$ cat src/rtl/aes_inv_sub_bytes_seq.sv
// Sequential AES InvSubBytes engine: LANES bytes per cycle through a composite-field
// GF(((2^2)^2)^2) inverter, with a valid/ready handshake on both sides.
module aes_inv_sub_bytes_seq #(
    parameter int unsigned LANES = 1
) (
    input  logic         clk,
    input  logic         rst,
    input  logic         in_valid,
    output logic         in_ready,
    input  logic [127:0] in_state,
    output logic         out_valid,
    input  logic         out_ready,
    output logic [127:0] out_state
);

    generate
        if (LANES != 1 && LANES != 2 && LANES != 4 && LANES != 8 && LANES != 16) begin : g_lanes_check
            $error("aes_inv_sub_bytes_seq: LANES must be 1, 2, 4, 8 or 16");
        end
    endgenerate

    localparam int unsigned NUM_STEPS = 16 / LANES;
    localparam logic [3:0]  LAST_CNT  = 4'(NUM_STEPS - 1);

    // GF(2^2): basis {w, 1}, w^2 = w + 1; GF(2^4) over it uses y^2 + y + w.
    localparam logic [1:0] GF4_N = 2'b10;

    function automatic logic [1:0] gf4_mul(input logic [1:0] a, input logic [1:0] b);
        logic hh;
        hh = a[1] & b[1];
        return {hh ^ (a[1] & b[0]) ^ (a[0] & b[1]), hh ^ (a[0] & b[0])};
    endfunction

    // Squaring doubles as inversion in GF(2^2).
    function automatic logic [1:0] gf4_sq(input logic [1:0] a);
        return {a[1], a[1] ^ a[0]};
    endfunction

    function automatic logic [3:0] gf16_mul(input logic [3:0] a, input logic [3:0] b);
        logic [1:0] hh;
        hh = gf4_mul(a[3:2], b[3:2]);
        return {hh ^ gf4_mul(a[3:2], b[1:0]) ^ gf4_mul(a[1:0], b[3:2]),
                gf4_mul(hh, GF4_N) ^ gf4_mul(a[1:0], b[1:0])};
    endfunction

    function automatic logic [3:0] gf16_inv(input logic [3:0] a);
        logic [1:0] d;
        logic [1:0] di;
        d  = gf4_mul(gf4_sq(a[3:2]), GF4_N) ^ gf4_mul(a[3:2], a[1:0]) ^ gf4_sq(a[1:0]);
        di = gf4_sq(d);
        return {gf4_mul(a[3:2], di), gf4_mul(a[3:2] ^ a[1:0], di)};
    endfunction

    // Smallest lambda making z^2 + z + lambda irreducible over GF(2^4).
    function automatic logic [3:0] find_lambda();
        logic [3:0] lam;
        logic       found;
        logic       ok;
        lam   = 4'h1;
        found = 1'b0;
        for (int unsigned v = 1; v < 16; v++) begin
            ok = 1'b1;
            for (int unsigned t = 0; t < 16; t++) begin
                if ((gf16_mul(4'(t), 4'(t)) ^ 4'(t)) == 4'(v)) ok = 1'b0;
            end
            if (ok && !found) begin
                lam   = 4'(v);
                found = 1'b1;
            end
        end
        return lam;
    endfunction

    localparam logic [3:0] GF16_L = find_lambda();

    function automatic logic [7:0] gf256_mul(input logic [7:0] a, input logic [7:0] b);
        logic [3:0] hh;
        hh = gf16_mul(a[7:4], b[7:4]);
        return {hh ^ gf16_mul(a[7:4], b[3:0]) ^ gf16_mul(a[3:0], b[7:4]),
                gf16_mul(hh, GF16_L) ^ gf16_mul(a[3:0], b[3:0])};
    endfunction

    function automatic logic [7:0] gf256_inv(input logic [7:0] a);
        logic [3:0] d;
        logic [3:0] di;
        d  = gf16_mul(gf16_mul(a[7:4], a[7:4]), GF16_L) ^ gf16_mul(a[7:4], a[3:0])
           ^ gf16_mul(a[3:0], a[3:0]);
        di = gf16_inv(d);
        return {gf16_mul(a[7:4], di), gf16_mul(a[7:4] ^ a[3:0], di)};
    endfunction

    // Polynomial-to-tower map: x^i goes to beta^i, beta a tower root of x^8+x^4+x^3+x+1.
    function automatic logic [63:0] calc_fwd_cols();
        logic [63:0] cols;
        logic [7:0]  beta;
        logic [7:0]  b;
        logic [7:0]  b2;
        logic [7:0]  b4;
        logic [7:0]  p;
        logic        found;
        beta  = 8'h02;
        found = 1'b0;
        for (int unsigned c = 1; c < 256; c++) begin
            b  = 8'(c);
            b2 = gf256_mul(b, b);
            b4 = gf256_mul(b2, b2);
            if (!found && ((gf256_mul(b4, b4) ^ b4 ^ gf256_mul(b2, b) ^ b ^ 8'h01) == 8'h00)) begin
                beta  = b;
                found = 1'b1;
            end
        end
        cols = '0;
        p    = 8'h01;
        for (int unsigned i = 0; i < 8; i++) begin
            cols[{3'(i), 3'b000} +: 8] = p;
            p = gf256_mul(p, beta);
        end
        return cols;
    endfunction

    function automatic logic [7:0] apply_map(input logic [7:0] x, input logic [63:0] cols);
        logic [7:0] r;
        r = '0;
        for (int unsigned i = 0; i < 8; i++) begin
            if (x[3'(i)]) r = r ^ cols[{3'(i), 3'b000} +: 8];
        end
        return r;
    endfunction

    function automatic logic [63:0] calc_inv_cols(input logic [63:0] fwd);
        logic [63:0] cols;
        cols = '0;
        for (int unsigned j = 0; j < 8; j++) begin
            for (int unsigned a = 0; a < 256; a++) begin
                if (apply_map(8'(a), fwd) == (8'h01 << 3'(j))) cols[{3'(j), 3'b000} +: 8] = 8'(a);
            end
        end
        return cols;
    endfunction

    localparam logic [63:0] FWD_COLS = calc_fwd_cols();
    localparam logic [63:0] INV_COLS = calc_inv_cols(FWD_COLS);

    function automatic logic [7:0] inv_affine(input logic [7:0] s);
        return {s[6:0], s[7]} ^ {s[4:0], s[7:5]} ^ {s[1:0], s[7:2]} ^ 8'h05;
    endfunction

    function automatic logic [7:0] inv_sbox(input logic [7:0] s);
        return apply_map(gf256_inv(apply_map(inv_affine(s), FWD_COLS)), INV_COLS);
    endfunction

    typedef enum logic [1:0] {IDLE, RUN, DONE} state_t;

    state_t       state_q, state_d;
    logic [3:0]   cnt_q, cnt_d;
    logic [127:0] work_q, work_d;

    logic [LANES*8-1:0] groups [16];
    logic [LANES*8-1:0] group_sel;
    logic [LANES*8-1:0] group_sub;
    logic [127:0]       run_state;

    // Lane group cnt is muxed out, substituted, and written back in place.
    generate
        for (genvar g = 0; g < 16; g++) begin : g_groups
            if (g < NUM_STEPS) begin : g_used
                assign groups[g] = work_q[g*LANES*8 +: LANES*8];
                assign run_state[g*LANES*8 +: LANES*8] =
                    (cnt_q == 4'(g)) ? group_sub : work_q[g*LANES*8 +: LANES*8];
            end else begin : g_unused
                assign groups[g] = '0;
            end
        end
        for (genvar l = 0; l < LANES; l++) begin : g_lanes
            assign group_sub[l*8 +: 8] = inv_sbox(group_sel[l*8 +: 8]);
        end
    endgenerate

    assign group_sel = groups[cnt_q];

    always_comb begin
        state_d = state_q;
        cnt_d   = cnt_q;
        work_d  = work_q;
        case (state_q)
            IDLE: begin
                if (in_valid) begin
                    work_d  = in_state;
                    cnt_d   = '0;
                    state_d = RUN;
                end
            end
            RUN: begin
                work_d = run_state;
                cnt_d  = cnt_q + 4'd1;
                if (cnt_q == LAST_CNT) begin
                    cnt_d   = '0;
                    state_d = DONE;
                end
            end
            DONE: begin
                if (out_ready) state_d = IDLE;
            end
            default: state_d = IDLE;
        endcase
    end

    always_ff @(posedge clk) begin
        if (rst) begin
            state_q <= IDLE;
            cnt_q   <= '0;
            work_q  <= '0;
        end else begin
            state_q <= state_d;
            cnt_q   <= cnt_d;
            work_q  <= work_d;
        end
    end

    assign in_ready  = (state_q == IDLE);
    assign out_valid = (state_q == DONE);
    assign out_state = work_q;

endmodule

$ cat config.mk
export PLATFORM = sky130hd
export DESIGN_NAME = aes_inv_sub_bytes_seq
export DESIGN_NICKNAME = d
export VERILOG_FILES = /design/src/rtl/aes_inv_sub_bytes_seq.sv
export SDC_FILE = /design/constraint.sdc
export NUM_CORES = 1
export LEC_CHECK = 0
export CAP_MARGIN = 20
export CORE_MARGIN = 2
export CORE_UTILIZATION = 40
export DETAILED_ROUTE_END_ITERATION = 10
export PLACE_DENSITY = 0.69
export SETUP_SLACK_MARGIN = 0.1
export SLEW_MARGIN = 30
export SYNTH_ARGS = -nofsm -noshare
export SYNTH_HDL_FRONTEND = slang
export SYNTH_SLANG_ARGS = --single-unit
$ cat constraint.sdc
create_clock -name clk -period 8.65 [get_ports clk]
set_input_delay 2.1625 -clock clk [delete_from_list [all_inputs] [get_ports clk]]
set_output_delay 2.1625 -clock clk [all_outputs]
set_load 0.05 [all_outputs]
# [Yosys cells after proc, flatten, opt, wreduce, memory -nomap -nowiden]
# Cells that the tools add are included.
[classes] addsub=1 magnitude_cmp=1 eq_ne=35 n_mux=44 bitwise_logic=191 reduce_logical=21
[ops] operator="128-bit one-hot mux with 2 select lines" count=1
[ops] operator="8-bit two-way mux" count=25
[ops] operator="128-bit two-way mux" count=1
[ops] operator="1-bit XOR" count=79
[ops] operator="1-bit bitwise AND" count=72
[ops] operator="3-bit AND reduction" count=17
[ops] operator="7-bit two-way mux" count=6
[ops] operator="2-bit XOR" count=19
[ops] operator="2-bit inequality test, second input constant" count=17
[ops] operator="8-bit binary-select mux with 4-bit select" count=1
[ops] operator="4-bit equality test, second input constant" count=8
[ops] operator="4-bit NOT" count=5
[ops] operator="4-bit by 3-bit equality test with 1-bit output, second input constant" count=4
[ops] operator="8-bit XOR" count=2
[ops] operator="6-bit NOT" count=2
[ops] operator="4-bit XOR" count=3
[ops] operator="3-bit NOT" count=3
[ops] operator="4-bit by 2-bit equality test with 1-bit output, second input constant" count=2
[ops] operator="2-bit two-way mux" count=4
[ops] operator="4-bit two-way mux" count=2
[ops] operator="4-bit one-hot mux with 2 select lines" count=1
[ops] operator="7-bit NOT" count=1
[ops] operator="2-bit NOT" count=3
[ops] operator="2-bit one-hot mux with 3 select lines" count=1
[ops] operator="13 further kinds" count=14
[word_totals] regBits=134 input_bits=132 out_inout_bits=130 word_cells=311

# [Longest topological paths before layout]
# Gate-level depths: netlist of the first run.
[logic_depth] depth_word=61 depth_mapped=36 mapped_depth_nobuf=27

# [Least setup slack after synthesis of the first run]
# Ideal clock, no wire load.
[synth_timing] path_type="reg2reg" startpoint="reg cnt_q[0]" endpoint="reg work_q[106], in the netlist out_state[106]" setup_ps=74 t_arrival_ps=7884 path_slack_ps=691 stages_incl_launch_ff=36 synth_period_minus_slack_ps=7959 cell_sequence="dfxtp_1 -> buf_6 -> buf_8 -> buf_6 -> mux4_2 -> a22oi_2 -> nand2_4 -> xor2_1 -> xnor2_1 -> xnor2_1 -> xnor2_1 -> clkinv_1 -> ha_1 -> xor2_1 -> a21o_1 -> a21o_1 -> a211o_1 -> nand2_1 -> inv_2 -> buf_2 -> ha_1 -> inv_1 -> clkbuf_1 -> nor2_1 -> a221oi_1 -> o2111ai_2 -> nor2_2 -> buf_2 -> nand2_1 -> a32oi_1 -> xnor3_2 -> xnor3_1 -> or3_1 -> buf_6 -> buf_8 -> a31oi_2"
[synth_between] elab_chain_len=52 elab_cells_between_ends=193
[synth_rtl] element="from (decl)" line_no="155" rtl="logic [3:0] cnt_q, cnt_d;"
[synth_rtl] element="from (signal assigned)" line_no="215" rtl="cnt_q <= cnt_d;"
[synth_rtl] element="4-bit NOT with 5-bit output (not written as such)" line_no="179" rtl="assign group_sel = groups[cnt_q];"
[synth_rtl] element="8-bit binary-select mux with 4-bit select" line_no="179"
[synth_rtl] element="8-bit two-way mux (not written as such) (2 in a row)" line_no="179"
[synth_rtl] element="8-bit XOR (2 in a row)" line_no="145" rtl="return {s[6:0], s[7]} ^ {s[4:0], s[7:5]} ^ {s[1:0], s[7:2]} ^ 8'h05;"
[synth_rtl] element="7-bit two-way mux" line_no="125" rtl="if (x[3'(i)]) r = r ^ cols[{3'(i), 3'b000} +: 8];"
[synth_rtl] element="4-bit NOT (no source line)"
[synth_rtl] element="7-bit two-way mux" line_no="125"
[synth_rtl] element="4-bit NOT (no source line)"
[synth_rtl] element="(+33 left out)"
[synth_rtl] element="7-bit two-way mux" line_no="125"
[synth_rtl] element="8-bit two-way mux (2 in a row)" line_no="125"
[synth_rtl] element="6-bit NOT (no source line)"
[synth_rtl] element="8-bit two-way mux" line_no="125"
[synth_rtl] element="7-bit NOT (no source line)"
[synth_rtl] element="8-bit two-way mux" line_no="125"
[synth_rtl] element="8-bit two-way mux" line_no="169" rtl="(cnt_q == 4'(g)) ? group_sub : work_q[g*LANES*8 +: LANES*8];"
[synth_rtl] element="128-bit one-hot mux with 2 select lines" line_no="185" rtl="case (state_q)"
[synth_rtl] element="to (signal assigned)" line_no="216" rtl="work_q <= work_d;"
[synth_rtl] element="to (decl)" line_no="156" rtl="logic [127:0] work_q, work_d;"
# Parallel ways exist; a longest one is shown, timed or not. The select of a mux whose other input is x is not followed.
# A chain may end at the register's enable or synchronous reset.

# [Worst setup path after layout of the first run]
[layout_timing] startpoint="reg cnt_q[1]" endpoint="reg work_q[2], in the netlist out_state[2]"
# The elaborated chain is that of the path after synthesis.

==> run summary, run 1 <==
status - finished clean
die height - 154 um
Worst-Skew Late Latency - 430 ps
Synth Area in XOR/XNOR - 9.03%
clock sinks - 134
first-pass GRT wire length - 56600 um
vias in the first global route - 9221
Critical Path Source Type - flop
Setup CP Type - reg2reg
Setup crit end kind - flop
Reg clk slew, reported paths - 50 ps
wl on met1 - 14600 um
CTS root buffer - clkbuf_16
share of layout cells above drive strength 1 - 14.7%
Max-cap violations - 0
adder-cell share of the synthesized area - 1.25%
dpl ws - 383 ps
CTS tree - done
measured slew at the worst slew-check pin - 999 ps
slew margin rel. - 33.4%
Compound-Gate Fraction of Synth Area - 34.3%
highest routed layer - met4
Worst EP required - 8990 ps
# fillers - 1921
post-synthesis cell area - 8990 um^2
die width - 154 um
Reg area - 2690 um^2
initial antenna violation count - 1
Arr. time, crit path - 8470 ps
Syn Nets - 1186
largest net degree at the start of global routing - 84
Final min period - 8120 ps
number of synthesized flops with an enable pin - 0
Hold Path Class - reg2reg
Longest Clk Path Bufs - 2
Post-Syn Area per Cell - 8.60 um^2
final hold vios - 0
CTS Hold Buffers Added - 0
final setup violating endpoints - 0
simple logic cell fraction of the synthesized area - 10.2%
register bit count reported by yosys - 134
DRT Pass-1 Iters - 5
Post-synth top flop - dfxtp_1
die area - 23700 um^2
FMAX - 123 MHz
Synth async-reset ratio - 0%
total number of vias - 9900
Site Rows - 54
synthesis-to-finish area growth - 38.1%
Util after Layout - 56.5%
Netlist cell types - 80
setup ws final - 529 ps
DRC errors left - 0
GRT Resource Usage Total - 31.0%
PortBufs - 261
met3 wire len - 3800 um
period utilisation layout - 93.9%
area of the multi-input gates - 5840 um^2
Final HPWL DP - 27600 um
Initial Util - 40.9%
setup_tns - 0 ps
DRT Wirelength - 37600 um
CTS Buf Count - 17
Clock Skews - 8.09 ps
grt ovf - 0
WL met2 - 17800 um
Final #Nets - 1412
worst-path fanout max - 16
Ys Warns - 0
Final GP Congestion - 0.934
DR WL/cell - 24.1 um
Routed Antenna Nets - 0
num ports - 262
core area - 22000 um^2
Mapped Cells - 1045
mux contribution to synthesized area - 9.42%
max-slew violations - 0
Vias/cell - 6.33
largest family of logic cells by synthesized area - compound AO/OA/AOI/OAI gates
Seq/Total Area, Yosys - 29.8%
unrepaired setup endpoints after global routing - false
First DRT Iteration DRCs - 996
H-tree levels - 4
[routing by layer]
| layer | global-route usage (%) | up-vias |
|---|---|---|
| met2 | 51.1 | 636 |
| met1 | 40.5 | 4751 |
| met5 | 0 | - |
| met3 | 5.81 | 96 |
| met4 | 11.8 | 0 |
| li1 | - | 4417 |
[final timing paths]
| kind | start | slack (ps) | depth (start not counted) | end |
|---|---|---|---|---|
| worst max register to register | cnt_q[1] | 530 | 25 | out_state[2] |
| worst max-delay path | cnt_q[1] | 530 | 25 | out_state[2] |
| worst min-delay path | out_state[5] | 530 | 1 | out_state[5] |
| worst min register to register | out_state[5] | 530 | 1 | out_state[5] |
[cell usage after synthesis, drive strengths merged, types with 3 or more instances]
cell type | number | area share [%]
mux2 | 3 | 0.38
a31o | 13 | 1.3
nor3 | 22 | 1.4
o22ai | 3 | 0.21
nor3b | 3 | 0.25
a31oi | 48 | 4.0
o31ai | 4 | 0.33
nand4 | 6 | 0.42
a32o | 16 | 1.8
xor2 | 14 | 1.6
mux2i | 8 | 1.0
and3 | 3 | 0.21
mux4 | 32 | 8.0
dfxtp | 134 | 30
o21ai | 125 | 7.0
a21o | 7 | 0.58
o21bai | 5 | 0.42
a22oi | 24 | 2.3
o211ai | 7 | 0.70
ha | 9 | 1.3
xnor2 | 38 | 4.4
a221oi | 5 | 0.49
nor2b | 5 | 0.35
nor2 | 70 | 3.0
clkbuf | 53 | 2.2
a211oi | 8 | 0.72
inv | 18 | 0.75
nand3 | 25 | 1.4
buf | 38 | 2.9
and2 | 4 | 0.31
nand2 | 35 | 1.8
nand2b | 3 | 0.21
xnor3 | 10 | 2.5
a21oi | 215 | 12
[state kept, by name, summed over array words and instances, names as in the netlist]
name,cells
state_q,2
out_state,128
cnt_q,4
[cell families (layout without fill, tap and decap cells)]
| family | Yosys count | in the layout |
|---|---|---|
| AND/OR/NAND/NOR | 185 | 185 |
| adder cells (fa/ha/maj) | 9 | 9 |
| AO/OA/AOI/OAI | 500 | 500 |
| other | 0 | 1 |
| multiplexers | 43 | 43 |
| buffers and inverters | 110 | 348 |
| XOR/XNOR | 64 | 64 |
| flip-flops | 134 | 134 |
[worst max-delay path, cell delays in order (launching register included)]
cell and delay (ps):
dfxtp_2 570, buf_4 260, mux4_2 510, a22oi_1 250, nand2_2 190, xor2_2 440, xnor3_1 670, ha_1 300
xor2_1 160, a21o_1 180, a21o_1 200, a211o_1 320, nand2_1 120, inv_2 120, ha_1 400, inv_1 200
nor3_1 100, a211oi_1 240, and4_1 450, and2_4 250, mux2i_1 80, a32oi_1 170, xnor3_2 560, xnor3_1 380
or3_2 660, a31oi_1 230
[layout make-up]
class                   instances  share of cell area, %
well taps                     280                   2.82
multi-input cells             801                   47.1
flip-flops and latches        134                   21.6
diodes                          1                 0.0202
clock inverters                 9                  0.837
repair buffers                298                   23.4
clock buffers                  22                   3.66
inverters                      19                  0.575
[cell usage in the layout (no fill, tap or decap), types with 7 or more instances in the layout]
cell / n
a21oi_2: 9
a21oi_1: 206
nand2_1: 27
mux4_2: 32
ha_1: 9
a21o_1: 7
mux2i_1: 7
o21ai_0: 121
nand3_1: 25
clkbuf_16: 17
nor2_1: 67
a31o_2: 13
a211oi_1: 7
xor2_1: 11
xnor2_1: 32
buf_4: 36
a31oi_2: 16
a32o_1: 16
inv_1: 12
xnor3_1: 9
clkdlybuf4s50_1: 261
nor3_1: 21
dfxtp_1: 132
a31oi_1: 32
a22oi_1: 18
[metrics by stage]
step	hold slack [ps]	cell area (um^2)	cells
floorplan	526	8990	1045
global placement	512	11800	1531
detailed placement	512	11800	1531
CTS	526	12400	1562
global route	556	12400	1563
finish	531	12400	1564
[repair_timing]
item	4_1_cts	5_1_grt
setup buffers	0	1
endpoints found under the setup margin	0	112
gates resized for setup	0	3
Power of run 1 is left out: the tool's default activity adds up to more than one toggle a clock period on the data nets, which glitch-free logic cannot reach.
==> run 2, diff against run 1 <==
--- a/config.mk
+++ b/config.mk
@@ -6,7 +6,6 @@
 export NUM_CORES = 1
 export LEC_CHECK = 0
 export CAP_MARGIN = 20
-export CORE_MARGIN = 2
 export CORE_UTILIZATION = 40
 export DETAILED_ROUTE_END_ITERATION = 10
 export PLACE_DENSITY = 0.69
==> run 2 against run 1 <==
- the run now ends with design-rule violations left
- hold slack worse by 11 ps
- wire length down 0.50%
- clock skew is 0.82 ps lower
- critical path depth is 3 higher
- design area up 0.63%
- via count shrank 0.36%
- first-iteration DRC count grew 13%
- critical path type unchanged
- largest cell class unchanged
==> run summary, run 2 (synthesis gave the netlist of run 1 again) <==
final hold vios - 0 (unchanged)
FMAX - 124 MHz (+0.36%)
core area - 22000 um^2 (unchanged)
Setup CP Type - reg2reg
Site Rows - 54 (unchanged)
largest net degree at the start of global routing - 129 (+54%)
DRT Wirelength - 37400 um (-0.50%)
Vias/cell - 6.30 (-0.43%)
Arr. time, crit path - 8360 ps (-110 ps)
synthesis-to-finish area growth - 39.0%
period utilisation layout - 93.5% (-0.33 points)
dpl cell area - 11800 um^2 (about the same)
critical path's largest stage delay - 580 ps (-90 ps)
total number of vias - 9864 (-0.36%)
die area - 23100 um^2 (-2.6%)
Largest register FFs - 128 (unchanged)
Worst-Skew Late Latency - 420 ps (about the same)
Clock Skews - 7.28 ps (-0.815 ps)
DRT Pass-1 Iters - 8 (+3)
GRT Resource Usage Total - 31.6% (+0.63 points)
Setup crit end kind - flop
worst-path fanout max - 21 (+5)
CTS Buf Count - 17 (unchanged)
status - complete, but fails checks
num ports - 262 (unchanged)
clock sinks - 134 (unchanged)
Worst Path Buf+Inv - 4 (+1)
Util after Layout - 56.9% (+0.36 points)
Worst EP required - 8920 ps (-70 ps)
CTS root buffer - clkbuf_16
grt ovf - 0 (unchanged)
DRC errors left - 4 (+4)
measured slew at the worst slew-check pin - 1030 ps (+34.8 ps)
die width - 152 um (-1.3%)
H-tree levels - 4 (unchanged)
leading cell types in the layout, fill and taps excluded - 261 x clkdlybuf4s50_1, 207 x a21oi_1, 132 x dfxtp_1, 121 x o21ai_0, 67 x nor2_1
Routed Antenna Nets - 0 (unchanged)
Reg clk slew, reported paths - 60 ps (about the same)
setup_tns - 0 ps (unchanged)
Longest Clk Path Bufs - 2 (unchanged)
Critical Path Source Type - flop
die height - 152 um (-1.3%)
failing checks - design-rule violations
slew margin rel. - 31.1% (-2.3 points)
Final HPWL DP - 27400 um (-0.79%)
CTS tree - done
PortBufs - 261 (unchanged)
DR WL/cell - 23.9 um (-0.57%)
critical path's slowest cell - nand2b_1
unrepaired setup endpoints after global routing - false
Final #Nets - 1413 (+0.071%)
first-pass GRT wire length - 56200 um (-0.73%)
final setup violating endpoints - 0 (unchanged)
Max-cap violations - 0 (unchanged)
First DRT Iteration DRCs - 1128 (+13%)
share of layout cells above drive strength 1 - 15.1% (+0.44 points)
post-route cell area - 12500 um^2 (+0.63%)
Final min period - 8090 ps (-28.9 ps)
most common cell after layout, fill and taps aside - clkdlybuf4s50_1
Hold Path Class - reg2reg
initial antenna violation count - 1 (unchanged)
CP delay by family, top - XOR/XNOR gates
Final GP Congestion - 0.929 (-0.57%)
Initial Util - 40.9% (unchanged)
max-slew violations - 0 (unchanged)
n_diodes - 0 (-1)
CTS Hold Buffers Added - 0 (unchanged)
vias in the first global route - 9309 (+0.95%)
## run 2: changes by cell type in the layout (fill, tap and decap cells not counted), sizes merged
cell | previous run | this run
inv | 18 | 19
bufinv | 2 | 3
buf | 37 | 38
diode | 1 | 0
clkbuf | 22 | 20
clkinvlp | 2 | 3
## run 2: metal layers
| metal | wire (um) | GRT usage [%] | part of all wire [%] |
|---|---|---|---|
| met3 | 3470 | 5.53 | 9.3 |
| met2 | 17700 | 51.7 | 47 |
| met4 | 1440 | 13.5 | 3.9 |
| met5 | 13 | 0 | 0.035 |
| met1 | 14800 | 41.1 | 40 |
## run 2: timing repair
action,CTS,global route
pin swaps,0,1
endpoints found under the hold margin,0,0
setup endpoints to repair,80,128
setup buffers,0,1
resized for setup,2,6
## run 2: worst register-to-register path, delay by kind of cell (launching register included)
| kind | cells | cell delay, ps |
|---|---|---|
| compound gates | 7 | 1500 |
| buf+inv | 4 | 810 |
| xor+xnor | 7 | 2150 |
| flops | 1 | 550 |
| mux | 2 | 620 |
| fa+ha+maj | 2 | 710 |
| simple gates | 6 | 1610 |
## run 2: metrics by stage
step,hold slack [ps],setup slack (ps),std cells
after floorplan,526,691,1045
after global placement,504,15.2,1532
after detailed placement,511,-178,1532
after CTS,523,216,1564
after global routing,554,105,1565
final,520,558,1565
## run 2: final timing paths
| path | end | start | slack, ps | cells after the start |
|---|---|---|---|---|
| max | out_state[102] | cnt_q[0] | 560 | 28 |
| min | out_state[29] | out_state[29] | 520 | 1 |
| max reg2reg | out_state[102] | cnt_q[0] | 560 | 28 |
| min reg2reg | out_state[29] | out_state[29] | 520 | 1 |
## run 2: layout make-up
cell class,count,area (um^2)
timing repair buffer,299,2910
sequential,134,2690
tap,280,350
clock inverter,12,151
fill,1905,9470
clock buffer,20,457
inverter,19,75.1
multi-input combinational,801,5860
Power of run 2 is left out for the same reason.
